### config.mk
export PLATFORM = sky130hd
export DESIGN_NAME = dct_zigzag_quant
export DESIGN_NICKNAME = d
export VERILOG_FILES = /design/src/rtl/dct_pkg.sv /design/src/rtl/dct_quant_round.sv /design/src/rtl/dct_zigzag_quant.sv
export SDC_FILE = /design/constraint.sdc
export NUM_CORES = 1
export LEC_CHECK = 0
export BUFFER_PORTS_ARGS = -buffer_cell sky130_fd_sc_hd__buf_2
export CAP_MARGIN = 5
export CORE_ASPECT_RATIO = 0.7
export CORE_UTILIZATION = 50
export CTS_BUF_LIST = sky130_fd_sc_hd__clkbuf_8
export DETAILED_ROUTE_END_ITERATION = 8
export PLACE_DENSITY_LB_ADDON = 0.12
export REMOVE_ABC_BUFFERS = 1
export SLEW_MARGIN = 10
export SYNTH_ARGS = -nofsm -noshare
export SYNTH_HDL_FRONTEND = slang
export SYNTH_SLANG_ARGS = --single-unit
### constraint.sdc
create_clock -name clk -period 14.7 [get_ports clk]
set_clock_uncertainty 0.1 [all_clocks]
set_input_delay 2.205 -clock clk [delete_from_list [all_inputs] [get_ports clk]]
set_output_delay 2.205 -clock clk [all_outputs]
set_load 0.03 [all_outputs]
### src/rtl/dct_pkg.sv
// rtl/dct_pkg.sv - shared constants, read FSM encoding and zigzag lookup for dct_zigzag_quant
package dct_pkg;

    localparam int N_COEF = 16;

    typedef enum logic {
        RD_IDLE   = 1'b0,
        RD_STREAM = 1'b1
    } rd_state_e;

    // Maps zigzag position to the raster address of a 4x4 block.
    function automatic logic [3:0] zz_addr(input logic [3:0] idx);
        logic [3:0] a;
        case (idx)
            4'd0:    a = 4'd0;
            4'd1:    a = 4'd1;
            4'd2:    a = 4'd4;
            4'd3:    a = 4'd8;
            4'd4:    a = 4'd5;
            4'd5:    a = 4'd2;
            4'd6:    a = 4'd3;
            4'd7:    a = 4'd6;
            4'd8:    a = 4'd9;
            4'd9:    a = 4'd12;
            4'd10:   a = 4'd13;
            4'd11:   a = 4'd10;
            4'd12:   a = 4'd7;
            4'd13:   a = 4'd11;
            4'd14:   a = 4'd14;
            default: a = 4'd15;
        endcase
        return a;
    endfunction

endpackage

### src/rtl/dct_quant_round.sv
// rtl/dct_quant_round.sv - combinational sign-magnitude round-half-up right shift
module dct_quant_round #(
    parameter int COEF_W = 16
) (
    input  logic signed [COEF_W-1:0] x,
    input  logic        [2:0]        s,
    output logic signed [COEF_W-1:0] y
);

    localparam logic [COEF_W:0]   ONE_W1 = {{COEF_W{1'b0}}, 1'b1};
    localparam logic [COEF_W-1:0] ONE_W  = {{(COEF_W-1){1'b0}}, 1'b1};

    logic [COEF_W:0]   ext;
    logic [COEF_W:0]   mag;
    logic [COEF_W:0]   half;
    logic [COEF_W-1:0] rnd;
    logic [COEF_W-1:0] neg;

    // Magnitude is one bit wider so the most negative input negates cleanly.
    always_comb begin
        ext  = {x[COEF_W-1], x};
        mag  = x[COEF_W-1] ? (~ext + ONE_W1) : ext;
        half = (s == 3'd0) ? '0 : (ONE_W1 << (s - 3'd1));
        rnd  = COEF_W'((mag + half) >> s);
        neg  = ~rnd + ONE_W;
        if (s == 3'd0) begin
            y = x;
        end else begin
            y = x[COEF_W-1] ? neg : rnd;
        end
    end

endmodule

### src/rtl/dct_zigzag_quant.sv
// rtl/dct_zigzag_quant.sv - ping-pong 4x4 block buffer with zigzag readout and rounding quantiser
module dct_zigzag_quant import dct_pkg::*; #(
    parameter int COEF_W = 16,
    parameter int N_COEF = 16
) (
    input  logic                     clk,
    input  logic                     rst_n,
    input  logic signed [COEF_W-1:0] coef_in,
    input  logic                     wen,
    output logic                     in_ready,
    input  logic        [2:0]        qshift,
    output logic signed [COEF_W-1:0] dout,
    output logic                     dout_valid,
    input  logic                     dout_ready,
    output logic        [3:0]        dout_idx,
    output logic                     dout_last
);

    logic [COEF_W-1:0] mem_q [2][N_COEF];

    logic              wr_bank_q, wr_bank_d;
    logic [3:0]        wr_cnt_q, wr_cnt_d;
    logic [1:0]        full_q, full_d;
    logic              rd_bank_q, rd_bank_d;
    logic [3:0]        rd_idx_q, rd_idx_d;
    rd_state_e         state_q, state_d;
    logic [2:0]        qshift_q, qshift_d;
    logic [COEF_W-1:0] dout_q, dout_d;
    logic [3:0]        idx_q, idx_d;
    logic              last_q, last_d;
    logic              valid_q, valid_d;

    logic              wr_fire;
    logic              load;
    logic              ld_bank;
    logic [3:0]        ld_idx;
    logic [2:0]        ld_shift;
    logic [COEF_W-1:0] rd_coef;
    logic [COEF_W-1:0] q_coef;

    assign in_ready = !full_q[wr_bank_q];
    assign wr_fire  = wen && in_ready;
    assign rd_coef  = mem_q[ld_bank][zz_addr(ld_idx)];

    dct_quant_round #(.COEF_W(COEF_W)) u_quant (
        .x (rd_coef),
        .s (ld_shift),
        .y (q_coef)
    );

    always_comb begin
        wr_bank_d = wr_bank_q;
        wr_cnt_d  = wr_cnt_q;
        full_d    = full_q;
        rd_bank_d = rd_bank_q;
        rd_idx_d  = rd_idx_q;
        state_d   = state_q;
        qshift_d  = qshift_q;
        dout_d    = dout_q;
        idx_d     = idx_q;
        last_d    = last_q;
        valid_d   = valid_q;
        load      = 1'b0;
        ld_bank   = rd_bank_q;
        ld_idx    = rd_idx_q;
        ld_shift  = qshift_q;

        if (wr_fire) begin
            wr_cnt_d = wr_cnt_q + 4'd1;
            if (wr_cnt_q == 4'(N_COEF - 1)) begin
                full_d[wr_bank_q] = 1'b1;
                wr_bank_d         = ~wr_bank_q;
            end
        end

        // A block entering readout uses the live qshift for its first coefficient and latches it for the rest.
        case (state_q)
            RD_IDLE: begin
                if (full_q[rd_bank_q]) begin
                    load     = 1'b1;
                    ld_idx   = 4'd0;
                    ld_shift = qshift;
                    qshift_d = qshift;
                    state_d  = RD_STREAM;
                end
            end
            default: begin
                if (dout_ready) begin
                    if (last_q) begin
                        full_d[rd_bank_q] = 1'b0;
                        rd_bank_d         = ~rd_bank_q;
                        if (full_q[~rd_bank_q]) begin
                            load     = 1'b1;
                            ld_bank  = ~rd_bank_q;
                            ld_idx   = 4'd0;
                            ld_shift = qshift;
                            qshift_d = qshift;
                        end else begin
                            valid_d = 1'b0;
                            last_d  = 1'b0;
                            state_d = RD_IDLE;
                        end
                    end else begin
                        load = 1'b1;
                    end
                end
            end
        endcase

        if (load) begin
            rd_idx_d = ld_idx + 4'd1;
            dout_d   = q_coef;
            idx_d    = ld_idx;
            last_d   = (ld_idx == 4'(N_COEF - 1));
            valid_d  = 1'b1;
        end
    end

    always_ff @(posedge clk) begin
        if (wr_fire) begin
            mem_q[wr_bank_q][wr_cnt_q] <= coef_in;
        end
    end

    always_ff @(posedge clk or negedge rst_n) begin
        if (!rst_n) begin
            wr_bank_q <= 1'b0;
            wr_cnt_q  <= 4'd0;
            full_q    <= 2'b00;
            rd_bank_q <= 1'b0;
            rd_idx_q  <= 4'd0;
            state_q   <= RD_IDLE;
            qshift_q  <= 3'd0;
            dout_q    <= '0;
            idx_q     <= 4'd0;
            last_q    <= 1'b0;
            valid_q   <= 1'b0;
        end else begin
            wr_bank_q <= wr_bank_d;
            wr_cnt_q  <= wr_cnt_d;
            full_q    <= full_d;
            rd_bank_q <= rd_bank_d;
            rd_idx_q  <= rd_idx_d;
            state_q   <= state_d;
            qshift_q  <= qshift_d;
            dout_q    <= dout_d;
            idx_q     <= idx_d;
            last_q    <= last_d;
            valid_q   <= valid_d;
        end
    end

    assign dout       = dout_q;
    assign dout_idx   = idx_q;
    assign dout_last  = last_q;
    assign dout_valid = valid_q;

endmodule

==> impl_metrics.env <==
export IMPL_setup_viol=0
export IMPL_yosysUniqueCellTypes=106
export IMPL_cp_end_kind="flop"
export IMPL_grt_remaining_overflow=0
export IMPL_die_area_um2=50100
export IMPL_ys_seq_elements=550
export IMPL_hold_violations=0
export IMPL_slowest_delay_ns=0.74
export IMPL_multi_input_area_um2=7770
export IMPL_final_area_um2=27200
export IMPL_drt_iter0_markers=2120
export IMPL_drt_pass1_iter_count=6
export IMPL_dp_hpwl_um=45600
export IMPL_cts_root_buffer="clkbuf_8"
export IMPL_start_kind="primary input"
export IMPL_hold_slack_ns=0.374
export IMPL_worstMarginPinSlew_ns=1.24
export IMPL_htreeDepth=3
export IMPL_instances_no_fill=2653
export IMPL_vias_per_cell=6.30
export IMPL_place_gp_congestion=0.905
export IMPL_grt_total_usage_pct=29.7
export IMPL_worstHoldPathType="flop to flop"
export IMPL_drcViolationCount=0
export IMPL_crit_fanout=69
export IMPL_rsz0062_at_grt="no"
export IMPL_fp_row_count=67
export IMPL_synth_enable_flop_cells=512
export IMPL_start_util_pct=51.1
export IMPL_yosys_warnings=0
export IMPL_layout_drive_gt1_share_pct=15.8
export IMPL_ys_seq_area_share_pct=66.3
export IMPL_critical_path_class="primary input to flop"
export IMPL_cp_arrival_ns=10.88
export IMPL_n_fill_cell=3969
export IMPL_syn_cell_area_um2=24600
export IMPL_cts_resized=0
export IMPL_timing_fmax_mhz=95.6
export IMPL_cts_tree="done"
export IMPL_num_vias=16700
export IMPL_nets=1978
export IMPL_antenna_found_initial=0
export IMPL_area_growth_pct=10.4
export IMPL_tns_ns=0
export IMPL_die_w_um=267
export IMPL_syn_avg_cell_area_um2=13.3
export IMPL_holdBufCountCts=0
export IMPL_postSynth_asyncResetShare_pct=6.91
export IMPL_grt_max_degree=152
export IMPL_pin_count=46
export IMPL_core_area_um2=48200
export IMPL_grt_pass1_vias=15900
export IMPL_drv_slew=0
export IMPL_synthTopCellsByCount="edfxtp_1, nand2_1, nor2_1, a21oi_1, mux2i_1"
export IMPL_clock_sinks=550
export IMPL_maxSlewHeadroom_pct=17.2
export IMPL_avgRoutedWirePerCell_um=27.8
export IMPL_netlist_instances=1852
export IMPL_synth_top_cell_by_area="edfxtp_1"
export IMPL_dp_cells=2504
export IMPL_worstSkewPairLatency_ns=0.65
export IMPL_routed_wl_um=73700
export IMPL_synth_main_ff_cell="edfxtp_1"
export IMPL_cts_max_path_buffers=3
export IMPL_path_clk_slew_ns=0.06
export IMPL_cts_buffers=83
export IMPL_grt_pass1_wl_um=107000
export IMPL_place_area_um2=25700
export IMPL_status="complete, no violations"
export IMPL_die_h_um=188
export IMPL_slowest_stage="buf_4"
export IMPL_min_period_over_period_pct=71.1
export IMPL_ant_nets=0
export IMPL_min_period_ns=10.46
export IMPL_synth_area_leaders="edfxtp_1, dfrtp_1, nand2_1"
export IMPL_port_buffers=45
export IMPL_synth_most_common_cell="edfxtp_1"
export IMPL_cap_violations=0
export IMPL_critPathRequiredTime_ns=15.13
export IMPL_synth_top_cell_area_share_pct=62.5
export IMPL_regArea_um2=16300
export IMPL_post_cts_buffers=0
==> worst max-delay path, delay by kind of cell <==
family | cells | cell delay [ns]
AOI/OAI and AO/OA | 19 | 4.79
xor gates and xnor gates | 1 | 0.18
adders and majority gates | 3 | 0.85
buffers and inverters | 2 | 0.88
and+or+nand+nor | 11 | 1.90
==> area by class of cell <==
| class | instances | share of cell area, % |
|---|---|---|
| antenna | 2 | 0.0184 |
| clock buffer | 86 | 4.36 |
| clock inverter | 61 | 0.963 |
| inverter | 32 | 0.442 |
| multi-input combinational | 1166 | 28.6 |
| sequential | 550 | 60.1 |
| tap | 655 | 3.02 |
| timing repair buffer | 101 | 2.47 |
==> stage by stage <==
step	worst slack (ns)	util, %
floorplan	0.562	-
global placement	4.00	53.3
detailed placement	3.74	53.3
CTS	4.43	56.3
global route	3.45	56.3
finish	4.24	56.3
==> metal layers <==
| layer | up-vias | part of all wire, % | track usage [%] |
|---|---|---|---|
| met5 | - | 0.17 | 1.83 |
| met4 | 2 | 2.8 | 9.04 |
| met3 | 140 | 11 | 8.21 |
| met2 | 890 | 43 | 41.5 |
| met1 | 8389 | 44 | 44.7 |
| li1 | 7303 | - | - |
==> cell usage in the layout, fill, tap and decap left out, types with 19 or more instances in the layout <==
cell type	netlist	layout
o211ai_1	20	20
clkinv_1	2	19
inv_1	29	61
nor2_1	176	148
buf_4	15	54
mux2i_1	68	68
mux4_2	29	29
a211oi_1	21	21
a31oi_1	25	25
dfrtp_1	38	38
edfxtp_1	512	512
buf_2	39	45
a21oi_1	92	92
xnor2_1	28	28
o21ai_0	63	62
nand3_1	59	59
ha_1	20	20
clkbuf_8	0	86
o22ai_1	23	22
nand2_1	245	244
==> registers in the layout, indices dropped and copies added, names as in the netlist <==
register / cells
mem_q: 512
dout_idx: 4
full_q: 2
dout: 16
dout_valid: 1
rd_bank_q: 1
qshift_q: 3
rd_idx_q: 4
state_q: 1
dout_last: 1
wr_cnt_q: 4
wr_bank_q: 1
==> logic make-up after synthesis <==
kind of cell | share of synthesized area (%)
AOI/OAI and AO/OA | 11.5
xor gates and xnor gates | 1.35
adders and majority gates | 1.10
buffers and inverters | 2.82
DFF | 66.3
muxes | 5.93
other | 0.0152
and+or+nand+nor | 10.9
==> worst paths after layout <==
path	startpoint	cells after the start	slack [ns]	endpoint
setup / recovery	dout_ready	36	4.24	dout[13]
hold / removal	dout_idx[0]	1	0.37	dout_idx[0]
setup reg to reg	rd_bank_q	35	5.15	dout[13]
hold reg to reg	dout_idx[0]	1	0.37	dout_idx[0]
max in group asynchronous	rst_n	1	12.30	qshift_q[0]
min in group asynchronous	rst_n	1	1.59	dout_idx[2]
Power is left out: the tool's default activity adds up to more than one toggle a clock period on the data nets, which glitch-free logic cannot reach.
